**src/rtl/mdu_sequencer_pkg.sv**
```systemverilog
// Shared types and MDU op encodings for the iterative multiply/divide sequencer.
// Encodings follow the RV32M funct3 ordering.
package mdu_sequencer_pkg;

    localparam int XLEN         = 32;
    localparam int ITER_CNT_W   = 5;
    localparam int MDU_OP_WIDTH = 3;

    localparam logic [MDU_OP_WIDTH-1:0] MDU_MUL    = 3'd0;
    localparam logic [MDU_OP_WIDTH-1:0] MDU_MULH   = 3'd1;
    localparam logic [MDU_OP_WIDTH-1:0] MDU_MULHSU = 3'd2;
    localparam logic [MDU_OP_WIDTH-1:0] MDU_MULHU  = 3'd3;
    localparam logic [MDU_OP_WIDTH-1:0] MDU_DIV    = 3'd4;
    localparam logic [MDU_OP_WIDTH-1:0] MDU_DIVU   = 3'd5;
    localparam logic [MDU_OP_WIDTH-1:0] MDU_REM    = 3'd6;
    localparam logic [MDU_OP_WIDTH-1:0] MDU_REMU   = 3'd7;

    typedef enum logic [2:0] {
        MDU_IDLE,
        MDU_PREP,
        MDU_CALC,
        MDU_FIX,
        MDU_DONE
    } mdu_state_t;

    function automatic logic [XLEN-1:0] abs_val(input logic [XLEN-1:0] v, input logic neg);
        return neg ? (~v + 1'b1) : v;
    endfunction

endpackage

```
**src/rtl/mdu_sequencer.sv**
```systemverilog
// Iterative RV32M multiply/divide sequencer: 32-step shift-add multiply, restoring divide.
// Optional MDU_ZERO_FAST_EN: zero operands skip the iteration phase.
//
// state    | meaning
// IDLE     | waiting for start_i; latches op and operands
// PREP     | magnitude of signed operands, sign flags, accumulator init
// CALC     | 32 iterations, counter runs 31..0
// FIX      | sign correction and result select into result_o
// DONE     | one-cycle valid_o pulse, pipeline released
module mdu_sequencer
    import mdu_sequencer_pkg::*;
(
    input  logic                    clk,
    input  logic                    rst_n,
    input  logic                    start_i,
    input  logic [MDU_OP_WIDTH-1:0] mdu_op_i,
    input  logic [XLEN-1:0]         op_a_i,
    input  logic [XLEN-1:0]         op_b_i,
    input  logic                    flush_i,
    output logic                    stall_o,
    output logic                    valid_o,
    output logic [XLEN-1:0]         result_o
);

    mdu_state_t              state_q, state_d;
    logic [MDU_OP_WIDTH-1:0] op_q;
    logic [XLEN-1:0]         a_q, b_q;
    logic [2*XLEN-1:0]       acc_q;
    logic [ITER_CNT_W-1:0]   cnt_q;
    logic                    neg_q, neg_r, b_zero_q;

    logic            is_mul, signed_a, signed_b, sa, sb, skip_calc;
    logic [XLEN-1:0] a_abs, b_abs;
    logic [XLEN:0]   mul_sum;
    logic [XLEN:0]   div_part;
    logic [XLEN-1:0] div_rem;
    logic            div_ge;
    logic [XLEN-1:0] fix_result;

    assign is_mul   = ~op_q[2];
    assign signed_a = (op_q == MDU_MULH) || (op_q == MDU_MULHSU) ||
                      (op_q == MDU_DIV)  || (op_q == MDU_REM);
    assign signed_b = (op_q == MDU_MULH) || (op_q == MDU_DIV) || (op_q == MDU_REM);
    assign sa       = signed_a & a_q[XLEN-1];
    assign sb       = signed_b & b_q[XLEN-1];
    assign a_abs    = abs_val(a_q, sa);
    assign b_abs    = abs_val(b_q, sb);

    assign mul_sum  = {1'b0, acc_q[2*XLEN-1:XLEN]} + (acc_q[0] ? {1'b0, a_q} : '0);
    // Shifted partial remainder can reach 33 bits before the trial subtract.
    assign div_part = acc_q[2*XLEN-1:XLEN-1];
    assign div_ge   = (div_part >= {1'b0, b_q});
    assign div_rem  = div_part[XLEN-1:0] - b_q;

    always_ff @(posedge clk or negedge rst_n) begin
        if (!rst_n) state_q <= MDU_IDLE;
        else        state_q <= state_d;
    end

    always_comb begin
        state_d   = state_q;
        stall_o   = 1'b0;
        valid_o   = 1'b0;
        skip_calc = 1'b0;
        case (state_q)
            MDU_IDLE: begin
                if (start_i && !flush_i) begin
                    stall_o = 1'b1;
                    state_d = MDU_PREP;
                end
            end
            MDU_PREP: begin
                stall_o = 1'b1;
`ifdef MDU_ZERO_FAST_EN
                skip_calc = (b_q == '0) || (is_mul && (a_q == '0));
`endif
                state_d = skip_calc ? MDU_FIX : MDU_CALC;
            end
            MDU_CALC: begin
                stall_o = 1'b1;
                if (cnt_q == '0) state_d = MDU_FIX;
            end
            MDU_FIX: begin
                stall_o = 1'b1;
                state_d = MDU_DONE;
            end
            MDU_DONE: begin
                valid_o = 1'b1;
                state_d = MDU_IDLE;
            end
            default: state_d = MDU_IDLE;
        endcase
        if (flush_i) state_d = MDU_IDLE;
    end

    always_comb begin
        logic [2*XLEN-1:0] prod;
        logic [XLEN-1:0]   rem_mag;
        prod       = neg_q ? (~acc_q + 1'b1) : acc_q;
        rem_mag    = b_zero_q ? a_q : acc_q[2*XLEN-1:XLEN];
        fix_result = '0;
        case (op_q)
            MDU_MUL:                          fix_result = prod[XLEN-1:0];
            MDU_MULH, MDU_MULHSU, MDU_MULHU:  fix_result = prod[2*XLEN-1:XLEN];
            MDU_DIV, MDU_DIVU:                fix_result = b_zero_q ? '1 :
                                                           abs_val(acc_q[XLEN-1:0], neg_q);
            default:                          fix_result = abs_val(rem_mag, neg_r);
        endcase
    end

    always_ff @(posedge clk or negedge rst_n) begin
        if (!rst_n) begin
            op_q     <= '0;
            a_q      <= '0;
            b_q      <= '0;
            acc_q    <= '0;
            cnt_q    <= '0;
            neg_q    <= 1'b0;
            neg_r    <= 1'b0;
            b_zero_q <= 1'b0;
            result_o <= '0;
        end else begin
            case (state_q)
                MDU_IDLE: begin
                    if (start_i && !flush_i) begin
                        op_q <= mdu_op_i;
                        a_q  <= op_a_i;
                        b_q  <= op_b_i;
                    end
                end
                MDU_PREP: begin
                    a_q      <= a_abs;
                    b_q      <= b_abs;
                    neg_q    <= sa ^ sb;
                    neg_r    <= sa;
                    b_zero_q <= (b_q == '0);
                    cnt_q    <= '1;
                    if (is_mul) acc_q <= skip_calc ? '0 : {{XLEN{1'b0}}, b_abs};
                    else        acc_q <= {{XLEN{1'b0}}, a_abs};
                end
                MDU_CALC: begin
                    cnt_q <= cnt_q - 1'b1;
                    if (is_mul)      acc_q <= {mul_sum, acc_q[XLEN-1:1]};
                    else if (div_ge) acc_q <= {div_rem, acc_q[XLEN-2:0], 1'b1};
                    else             acc_q <= {acc_q[2*XLEN-2:0], 1'b0};
                end
                MDU_FIX: result_o <= fix_result;
                default: ;
            endcase
        end
    end

endmodule

```
**config.mk**
```make
export PLATFORM = sky130hd
export DESIGN_NAME = mdu_sequencer
export DESIGN_NICKNAME = d
export VERILOG_FILES = /design/src/rtl/mdu_sequencer_pkg.sv /design/src/rtl/mdu_sequencer.sv
export SDC_FILE = /design/constraint.sdc
export NUM_CORES = 1
export LEC_CHECK = 0
export CORE_MARGIN = 1.5
export CORE_UTILIZATION = 56
export DETAILED_ROUTE_END_ITERATION = 10
export PLACE_DENSITY = 0.84
export SLEW_MARGIN = 20
export SYNTH_ARGS = -nofsm -noshare
export SYNTH_HDL_FRONTEND = slang
export SYNTH_SLANG_ARGS = --single-unit
export TNS_END_PERCENT = 20
```
**constraint.sdc**
```tcl
create_clock -name clk -period 10.8 [get_ports clk]
set_clock_uncertainty 0.15 [all_clocks]
set_input_delay 1.62 -clock clk [delete_from_list [all_inputs] [get_ports clk]]
set_output_delay 1.62 -clock clk [all_outputs]
set_load 0.02 [all_outputs]
```
Word-level counts from Yosys, hierarchy flattened
Cells that the tools add are included.
{"block": "word_totals", "inputBits": 71, "elab_cells": 84, "register_bits": 174}
{"block": "op_classes", "n_mux": 25, "reduce_logical": 19, "bitwise_logic": 8, "n_eq_ne": 13, "add_sub_neg": 8, "order_cmp": 1}
{"cell": "32-bit 2-to-1 mux", "count": 10}
{"cell": "64-bit 2-to-1 mux", "count": 3}
{"cell": "32-bit by 1-bit adder with 32-bit output, second input constant", "count": 4}
{"cell": "32-bit NOT", "count": 4}
{"cell": "32-bit one-hot mux with 2 select lines", "count": 2}
{"cell": "64-bit one-hot mux with 2 select lines", "count": 1}
{"cell": "32-bit one-hot mux with 3 select lines", "count": 1}
{"cell": "64-bit by 1-bit adder with 64-bit output, second input constant", "count": 1}
{"cell": "64-bit NOT", "count": 1}
{"cell": "32-bit by 32-bit adder with 33-bit output", "count": 1}
{"cell": "33-bit by 32-bit greater-or-equal comparator with 1-bit output", "count": 1}
{"cell": "32-bit zero test", "count": 1}
{"cell": "32-bit subtractor", "count": 1}
{"cell": "3-bit by 2-bit == test with 1-bit output, second input constant", "count": 4}
{"cell": "3-bit == test, second input constant", "count": 4}
{"cell": "3-bit one-hot mux with 4 select lines", "count": 1}
{"cell": "5-bit one-hot mux with 2 select lines", "count": 1}
{"cell": "3-bit 2-to-1 mux", "count": 3}
{"cell": "3-bit by 1-bit == test with 1-bit output, second input constant", "count": 2}
{"cell": "3-bit zero test", "count": 2}
{"cell": "3-bit inequality test, second input constant", "count": 2}
{"cell": "2-bit AND reduction", "count": 3}
{"cell": "3-bit OR reduction", "count": 2}
{"cell": "5-bit zero test", "count": 1}
{"cell": "11 further kinds", "count": 18}

Depth between registers and ports, before layout
Gate-level depths: netlist (run 1).
{"block": "logic_depth", "ltp_word": 8, "mapped_depth": 16}

Worst setup path before layout (run 1)
Ideal clock, no wire load.
{"block": "synth_path", "kind": "reg2reg", "start": "reg b_zero_q", "end": "reg result_o[30]", "stages_incl_launch_ff": 16, "t_arrival_ps": 4338, "setup_slack_ps": 6226, "required_time_ps": 10564, "n_path_buf": 6, "synth_period_minus_slack_ps": 4574, "cell_sequence": "dfrtp_1 buf_2 buf_1 buf_2 buf_1 buf_2 buf_1 mux2i_1 ha_1 o21ai_0 or4_1 nor4_1 nand4_1 o31ai_1 o31ai_1 nor3_1"}
{"block": "synth_between", "elab_chain_len": 5}
{"element": "from (decl)", "line": "mdu_sequencer.sv:30", "text": "logic neg_q, neg_r, b_zero_q;"}
{"element": "from (signal assigned)", "line": "mdu_sequencer.sv:136", "text": "b_zero_q <= (b_q == '0);"}
{"element": "32-bit 2-to-1 mux", "line": "mdu_sequencer.sv:100", "text": "rem_mag = b_zero_q ? a_q : acc_q[2*XLEN-1:XLEN];"}
{"element": "32-bit NOT", "line": "mdu_sequencer_pkg.sv:27", "text": "return neg ? (~v + 1'b1) : v;"}
{"element": "32-bit by 1-bit adder with 32-bit output", "line": "mdu_sequencer_pkg.sv:27"}
{"element": "32-bit 2-to-1 mux", "line": "mdu_sequencer_pkg.sv:27"}
{"element": "32-bit one-hot mux with 3 select lines *", "line": "mdu_sequencer.sv:102", "text": "case (op_q)"}
{"element": "to (signal assigned)", "line": "mdu_sequencer.sv:147", "text": "MDU_FIX: result_o <= fix_result;"}
{"element": "to (decl)", "line": "mdu_sequencer.sv:22", "text": "output logic [XLEN-1:0] result_o"}
Mark *: on every way between the ends. The rest lies on a longest branch, timed or not.
A chain may end at the register's enable or synchronous reset.

Final worst setup path (run 1)
{"block": "layout_path", "start": "in flush_i", "end": "out stall_o"}
{"block": "layout_between", "elab_chain_len": 4}
{"element": "from (decl)", "line": "mdu_sequencer.sv:19", "text": "input logic flush_i,"}
{"element": "1-bit zero test", "line": "mdu_sequencer.sv:67", "text": "if (start_i && !flush_i) begin"}
{"element": "1-bit logical AND", "line": "mdu_sequencer.sv:67"}
{"element": "1-bit 2-to-1 mux", "line": "mdu_sequencer.sv:67"}
{"element": "1-bit one-hot mux with 2 select lines", "line": "mdu_sequencer.sv:65", "text": "case (state_q)"}
{"element": "to (decl)", "line": "mdu_sequencer.sv:20", "text": "output logic stall_o,"}
Every way passes these cells.

==> flow_metrics.env, run 1 <==
export IMPL_finalHoldViolations=0
export IMPL_hold_buffers=0
export IMPL_die_x_um=174
export IMPL_dieHeight_um=174
export IMPL_synth_edf_count=0
export IMPL_io_buffer_count=104
export IMPL_first_pass_iters=8
export IMPL_cts_made_buffers=17
export IMPL_gp_congestion=0.991
export IMPL_syn_avg_cell_area_um2=7.82
export IMPL_ctsResizeCount=0
export IMPL_diodes=0
export IMPL_start_kind="input port"
export IMPL_synthDistinctLibCells=76
export IMPL_first_iter_violations=2602
export IMPL_yosys_area_top_type_share_pct=26.6
export IMPL_end_kind="output port"
export IMPL_h_tree_depth=4
export IMPL_postCtsSetupBuffers=0
export IMPL_grt_pass1_wl_mm=88.1
export IMPL_setup_slack_ns=5.03
export IMPL_layout_commonest_cell="nand2_1"
export IMPL_clock_sinks=174
export IMPL_switching_power_mw=2.86
export IMPL_cp_required_ns=9.03
export IMPL_timing_fmax_ghz=0.173
export IMPL_clkPwrFrac_pct=12.2
export IMPL_fp_coreArea_mm2=0.0288
export IMPL_wirelength_mm=56.7
export IMPL_ant_nets=0
export IMPL_dp_slack_ns=4.99
export IMPL_yosysSeqAreaShare_pct=26.6
export IMPL_power_frac_seq_pct=26.8
export IMPL_combPwrFrac_pct=61.0
export IMPL_track_usage_pct=37.0
export IMPL_ys_warn_count=0
export IMPL_intPower_mw=2.68
export IMPL_worstHoldPathType="flip-flop to flip-flop"
export IMPL_mostFrequentLayoutCells="nand2_1 (197), o21ai_0 (195), dfrtp_1 (171)"
export IMPL_tightest_slew_ns=1.17
export IMPL_overflow=0
export IMPL_finalCriticalPeriod_ns=5.77
export IMPL_ys_flop_type="dfrtp_1"
export IMPL_crit_type="input port to output port"
export IMPL_ios=105
export IMPL_vias=16900
export IMPL_antenna_found_initial=0
export IMPL_critPathMaxFanout=32
export IMPL_wire_per_inst_um=23.0
export IMPL_areaGrowthSynthToFinish_pct=10.4
export IMPL_synth_nets=2239
export IMPL_clockBufferDepth=2
export IMPL_peakVddDrop_mv=0.335
export IMPL_tns_ns=0
export IMPL_netlist_area_mm2=0.0164
export IMPL_yosysTopAreaCell="dfrtp_1"
export IMPL_via_per_inst=6.84
export IMPL_drc_errors=0
export IMPL_start_util_pct=57.0
export IMPL_finalSetupViolations=0
export IMPL_num_rows=62
export IMPL_die_area_mm2=0.0303
export IMPL_cap_violations=0
export IMPL_clk_pin_slew_ns=0.07
export IMPL_slew_headroom_pct=22.0
export IMPL_grt_pass1_vias=15600
export IMPL_cts_tree="built"
export IMPL_clockRootBuffer="clkbuf_16"
export IMPL_hpwl_mm=41.6
export IMPL_p_per_area_mw_per_mm2=306
export IMPL_synth_cells=2096
export IMPL_switching_share_pct=51.6
export IMPL_status="completed"
export IMPL_grt_max_degree=83
export IMPL_synth_seq_cells=174
export IMPL_rsz0062_at_grt="no"
export IMPL_async_reset_ff_share_pct=100
export IMPL_cp_arrival_ns=4.00
export IMPL_nets=2216
export IMPL_leakage_nw=7.18
export IMPL_synth_area_top_cells="dfrtp_1 (27%), xnor2_1 (7.6%), o21ai_0 (6.0%), ha_1 (5.3%), mux2i_1 (5.1%)"
export IMPL_drv_slew=0
export IMPL_drive_above_1_share_pct=4.70
export IMPL_clk_latency_ns=0.45
export IMPL_finalCritPeriodShare_pct=53.4
[critical path: stages]
cell	delay, ns
clkdlybuf4s50_1	0.48
or4_2	1.02
a21oi_1	0.25
clkdlybuf4s50_1	0.62
[synth_stat cells, drive strengths merged (6+ instances only)]
library cell	number
nor3	55
a211oi	14
a21oi	148
nand2	197
or3	31
dfrtp	174
nor4	17
nand2b	25
nor2b	9
o31ai	38
o21a	10
or2	6
o22ai	32
nor3b	9
nand3	37
buf	17
nor2	156
mux2	6
and2	36
clkbuf	152
o221ai	31
ha	70
nand4	18
mux2i	83
xnor2	143
o211ai	18
o32ai	7
inv	71
o21bai	8
o41ai	13
and3	11
or4	19
a221oi	11
o21ai	198
a221o	22
a22oi	25
a31oi	18
a21o	27
a222oi	7
xor2	63
[power by group through the flow]
stage | clock (mW) | combinational, mW | sequential, mW
global placement | 0 | 3.21 | 1.43
detailed placement | 0 | 3.27 | 1.45
finish | 0.678 | 3.38 | 1.48
CTS | 0.674 | 3.29 | 1.44
floorplan | 0 | 2.61 | 1.17
global route | 0.701 | 3.69 | 1.51
[metal layers]
layer,vias to the layer above,global-route usage [%],wire [um]
met5,-,0,0
met4,0,14.5,2260
met3,189,8.31,7110
met2,1174,55.4,24300
met1,7920,51.8,23000
li1,7619,-,-
[final cells by class]
| type | instances | area [um^2] |
|---|---|---|
| multi-input cells | 1681 | 11100 |
| repair buffers | 128 | 1220 |
| inverters | 71 | 267 |
| fillers | 2495 | 10700 |
| clock buffers | 18 | 439 |
| flip-flops and latches | 174 | 4360 |
| well taps | 384 | 480 |
| clock inverters | 14 | 183 |
[flip-flops by register name, summed over array words and instances, names as in the netlist]
| name | flops |
|---|---|
| a_q | 32 |
| acc_q | 64 |
| b_q | 32 |
| b_zero_q | 1 |
| cnt_q | 5 |
| neg_q | 1 |
| neg_r | 1 |
| op_q | 3 |
| result_o | 32 |
| state_q | 3 |
[per-stage QoR]
stage | hold slack (ns) | utilization, % | cells | power [mW] | area [um^2]
after floorplan | 0.308 | - | 2096 | 3.78 | 16400
after global placement | 0.308 | 60.7 | 2438 | 4.64 | 17500
after detailed placement | 0.317 | 60.7 | 2438 | 4.72 | 17500
after CTS | 0.332 | 62.9 | 2470 | 5.40 | 18100
after global routing | 0.361 | 62.9 | 2470 | 5.89 | 18100
final | 0.326 | 62.9 | 2470 | 5.54 | 18100
[logic make-up (layout without fill, tap and decap cells)]
kind of cell,count (synthesis),after routing,synth area share (%)
and+or+nand+nor,644,644,19.3
muxes,89,89,5.48
xor gates and xnor gates,206,206,11.0
AOI/OAI and AO/OA,670,670,26.4
DFF,174,174,26.6
adders and majority gates,72,72,5.59
buffers and inverters,241,231,5.59
[path summary, 6_finish.rpt]
check                           slack (ns)          from           end  cells after the start
max in group asynchronous             8.20         rst_n       op_q[2]                      2
worst min-delay path                  0.33  result_o[25]  result_o[25]                      2
worst min register to register        0.33  result_o[25]  result_o[25]                      2
worst max register to register        6.20      acc_q[0]     acc_q[55]                     14
worst max-delay path                  5.03       flush_i       stall_o                      4
min in group asynchronous             0.96         rst_n        a_q[2]                      1
Power figures use the tool's default switching activity.
==> run 2, diff against run 1 <==
clock period = 5.4 ns   (was 10.8 ns; I/O delays follow)
==> flow_metrics.env, run 2 (synthesized netlist as in run 1, its figures left out) <==
export IMPL_status="completed"
export IMPL_clkPwrFrac_pct=12.4
export IMPL_r2r_start="acc_q[0]"
export IMPL_rsz0062_at_grt="no"
export IMPL_placedInstanceArea_mm2=0.0175
export IMPL_postCtsSetupBuffers=0
export IMPL_fp_coreArea_mm2=0.0288
export IMPL_finalSetupViolations=0
export IMPL_post_route_util_pct=63.1
export IMPL_gp_congestion=1.00
export IMPL_clockBufferDepth=2
export IMPL_mostFrequentLayoutCells="nand2_1 (197), o21ai_0 (195), dfrtp_1 (171)"
export IMPL_die_x_um=174
export IMPL_wirelength_mm=57.0
export IMPL_first_iter_violations=2515
export IMPL_intPower_mw=5.44
export IMPL_tightest_slew_ns=1.10
export IMPL_finalHoldViolations=0
export IMPL_dp_slack_ns=1.17
export IMPL_overflow=0
export IMPL_num_rows=62
export IMPL_grt_max_degree=72
export IMPL_cap_violations=0
export IMPL_nets=2225
export IMPL_areaGrowthSynthToFinish_pct=10.8
export IMPL_nFillCells=2537
export IMPL_crit_type="flip-flop to flip-flop"
export IMPL_die_area_mm2=0.0303
export IMPL_track_usage_pct=37.5
export IMPL_ios=105
export IMPL_tns_ns=0
export IMPL_h_tree_depth=4
export IMPL_io_buffer_count=104
export IMPL_switching_share_pct=51.2
export IMPL_diodes=0
export IMPL_via_per_inst=6.82
export IMPL_timing_fmax_ghz=0.230
export IMPL_dieHeight_um=174
export IMPL_first_pass_iters=8
export IMPL_layout_commonest_cell="nand2_1"
export IMPL_worstHoldPathType="input port to async pin"
export IMPL_cts_tree="built"
export IMPL_clk_latency_ns=0.46
export IMPL_multiInputGateArea_mm2=0.0111
export IMPL_critPathMaxFanout=34
export IMPL_wire_per_inst_um=23.0
export IMPL_p_total_mw=11.1
export IMPL_cp_required_ns=5.61
export IMPL_largest_reg_flops=64
export IMPL_grt_pass1_wl_mm=89.3
export IMPL_end_kind="flip-flop"
export IMPL_drive_above_1_share_pct=4.92
export IMPL_cts_made_buffers=17
export IMPL_power_frac_seq_pct=26.0
export IMPL_ant_nets=0
export IMPL_peakVddDrop_mv=0.295
export IMPL_r2r_cells=14
export IMPL_finalCriticalPeriod_ns=4.35
export IMPL_design_area_mm2=0.0182
export IMPL_ctsResizeCount=0
export IMPL_slew_headroom_pct=26.5
export IMPL_clockRootBuffer="clkbuf_16"
export IMPL_antenna_found_initial=0
export IMPL_hpwl_mm=42.3
export IMPL_combPwrFrac_pct=61.6
export IMPL_setup_slack_ns=1.05
export IMPL_clk_pin_slew_ns=0.07
export IMPL_reg2reg_setup_slack_ns=1.05
export IMPL_top_register="acc_q"
export IMPL_leakage_nw=7.23
export IMPL_seq_area_mm2=0.00436
export IMPL_cp_arrival_ns=4.56
export IMPL_switching_power_mw=5.71
export IMPL_drc_errors=0
export IMPL_p_per_area_mw_per_mm2=614
export IMPL_start_util_pct=57.0
export IMPL_hold_buffers=0
export IMPL_drv_slew=0
export IMPL_grt_pass1_vias=15800
export IMPL_vias=16900
export IMPL_r2r_end="acc_q[63]"
export IMPL_clock_sinks=174
export IMPL_start_kind="flip-flop"
export IMPL_finalCritPeriodShare_pct=80.6
==> run 2: cell types whose count changed in the layout (fill, tap and decap cells not counted), sizes merged <==
cell | before | now
inv | 76 | 72
clkbuf | 18 | 21
bufinv | 3 | 4
clkinvlp | 3 | 2
buf | 25 | 34
==> run 2: area by class of cell <==
cell class	instances	share of cell area, %
Multi-Input combinational cell	1681	61.4
Sequential cell	174	24.0
Timing Repair Buffer	137	7.10
Tap cell	384	2.64
Clock buffer	21	2.53
Inverter	71	1.47
Clock inverter	10	0.895
==> run 2: per-stage QoR <==
stage	hold WS (ns)	std cells
3_3_place_gp	0.311	2447
4_1_cts	0.198	2478
3_5_place_dp	0.320	2447
2_1_floorplan	0.308	2096
5_1_grt	0.219	2478
6_report	0.177	2478
==> run 2: worst max-delay path: stages, from the launching register on <==
cell       delay (ns)
dfrtp_1          0.91
inv_1            0.23
nor2_1           0.16
ha_1             0.22
inv_1            0.07
fa_1             0.37
nand2b_1         0.20
a21oi_1          0.23
o22a_1           0.28
o2111ai_1        0.25
o21a_1           0.28
o31a_1           0.27
o21ai_0          0.15
o311ai_0         0.17
a221oi_1         0.31
==> run 2: worst max-delay path by stage <==
stage | start | endpoint | slack, ns | depth (start not counted)
finish | acc_q[0] | acc_q[63] | 1.05 | 14
CTS | acc_q[0] | acc_q[63] | 1.17 | 14
detailed placement | acc_q[0] | acc_q[63] | 1.17 | 14
global placement | acc_q[0] | acc_q[63] | 1.29 | 14
global route | acc_q[0] | acc_q[63] | 0.68 | 14
floorplan | b_zero_q | result_o[30] | 0.83 | 15
==> run 2: metal layers <==
| layer | up-vias | routed length [um] | track usage [%] | part of all wire [%] |
|---|---|---|---|---|
| met5 | - | 0 | 0 | 0 |
| met4 | 0 | 2090 | 15.1 | 3.7 |
| met3 | 157 | 6750 | 8.57 | 12 |
| met2 | 1089 | 24500 | 55.7 | 43 |
| met1 | 8028 | 23700 | 52.6 | 42 |
| li1 | 7638 | - | - | - |
==> run 2: power groups by stage <==
stage / logic (mW) / registers, mW / clock network (mW)
4_1_cts: 6.70 / 2.83 / 1.36
3_5_place_dp: 6.66 / 2.85 / 0
3_3_place_gp: 6.52 / 2.82 / 0
2_1_floorplan: 5.22 / 2.34 / 0
5_1_grt: 7.50 / 2.95 / 1.42
6_report: 6.87 / 2.90 / 1.38
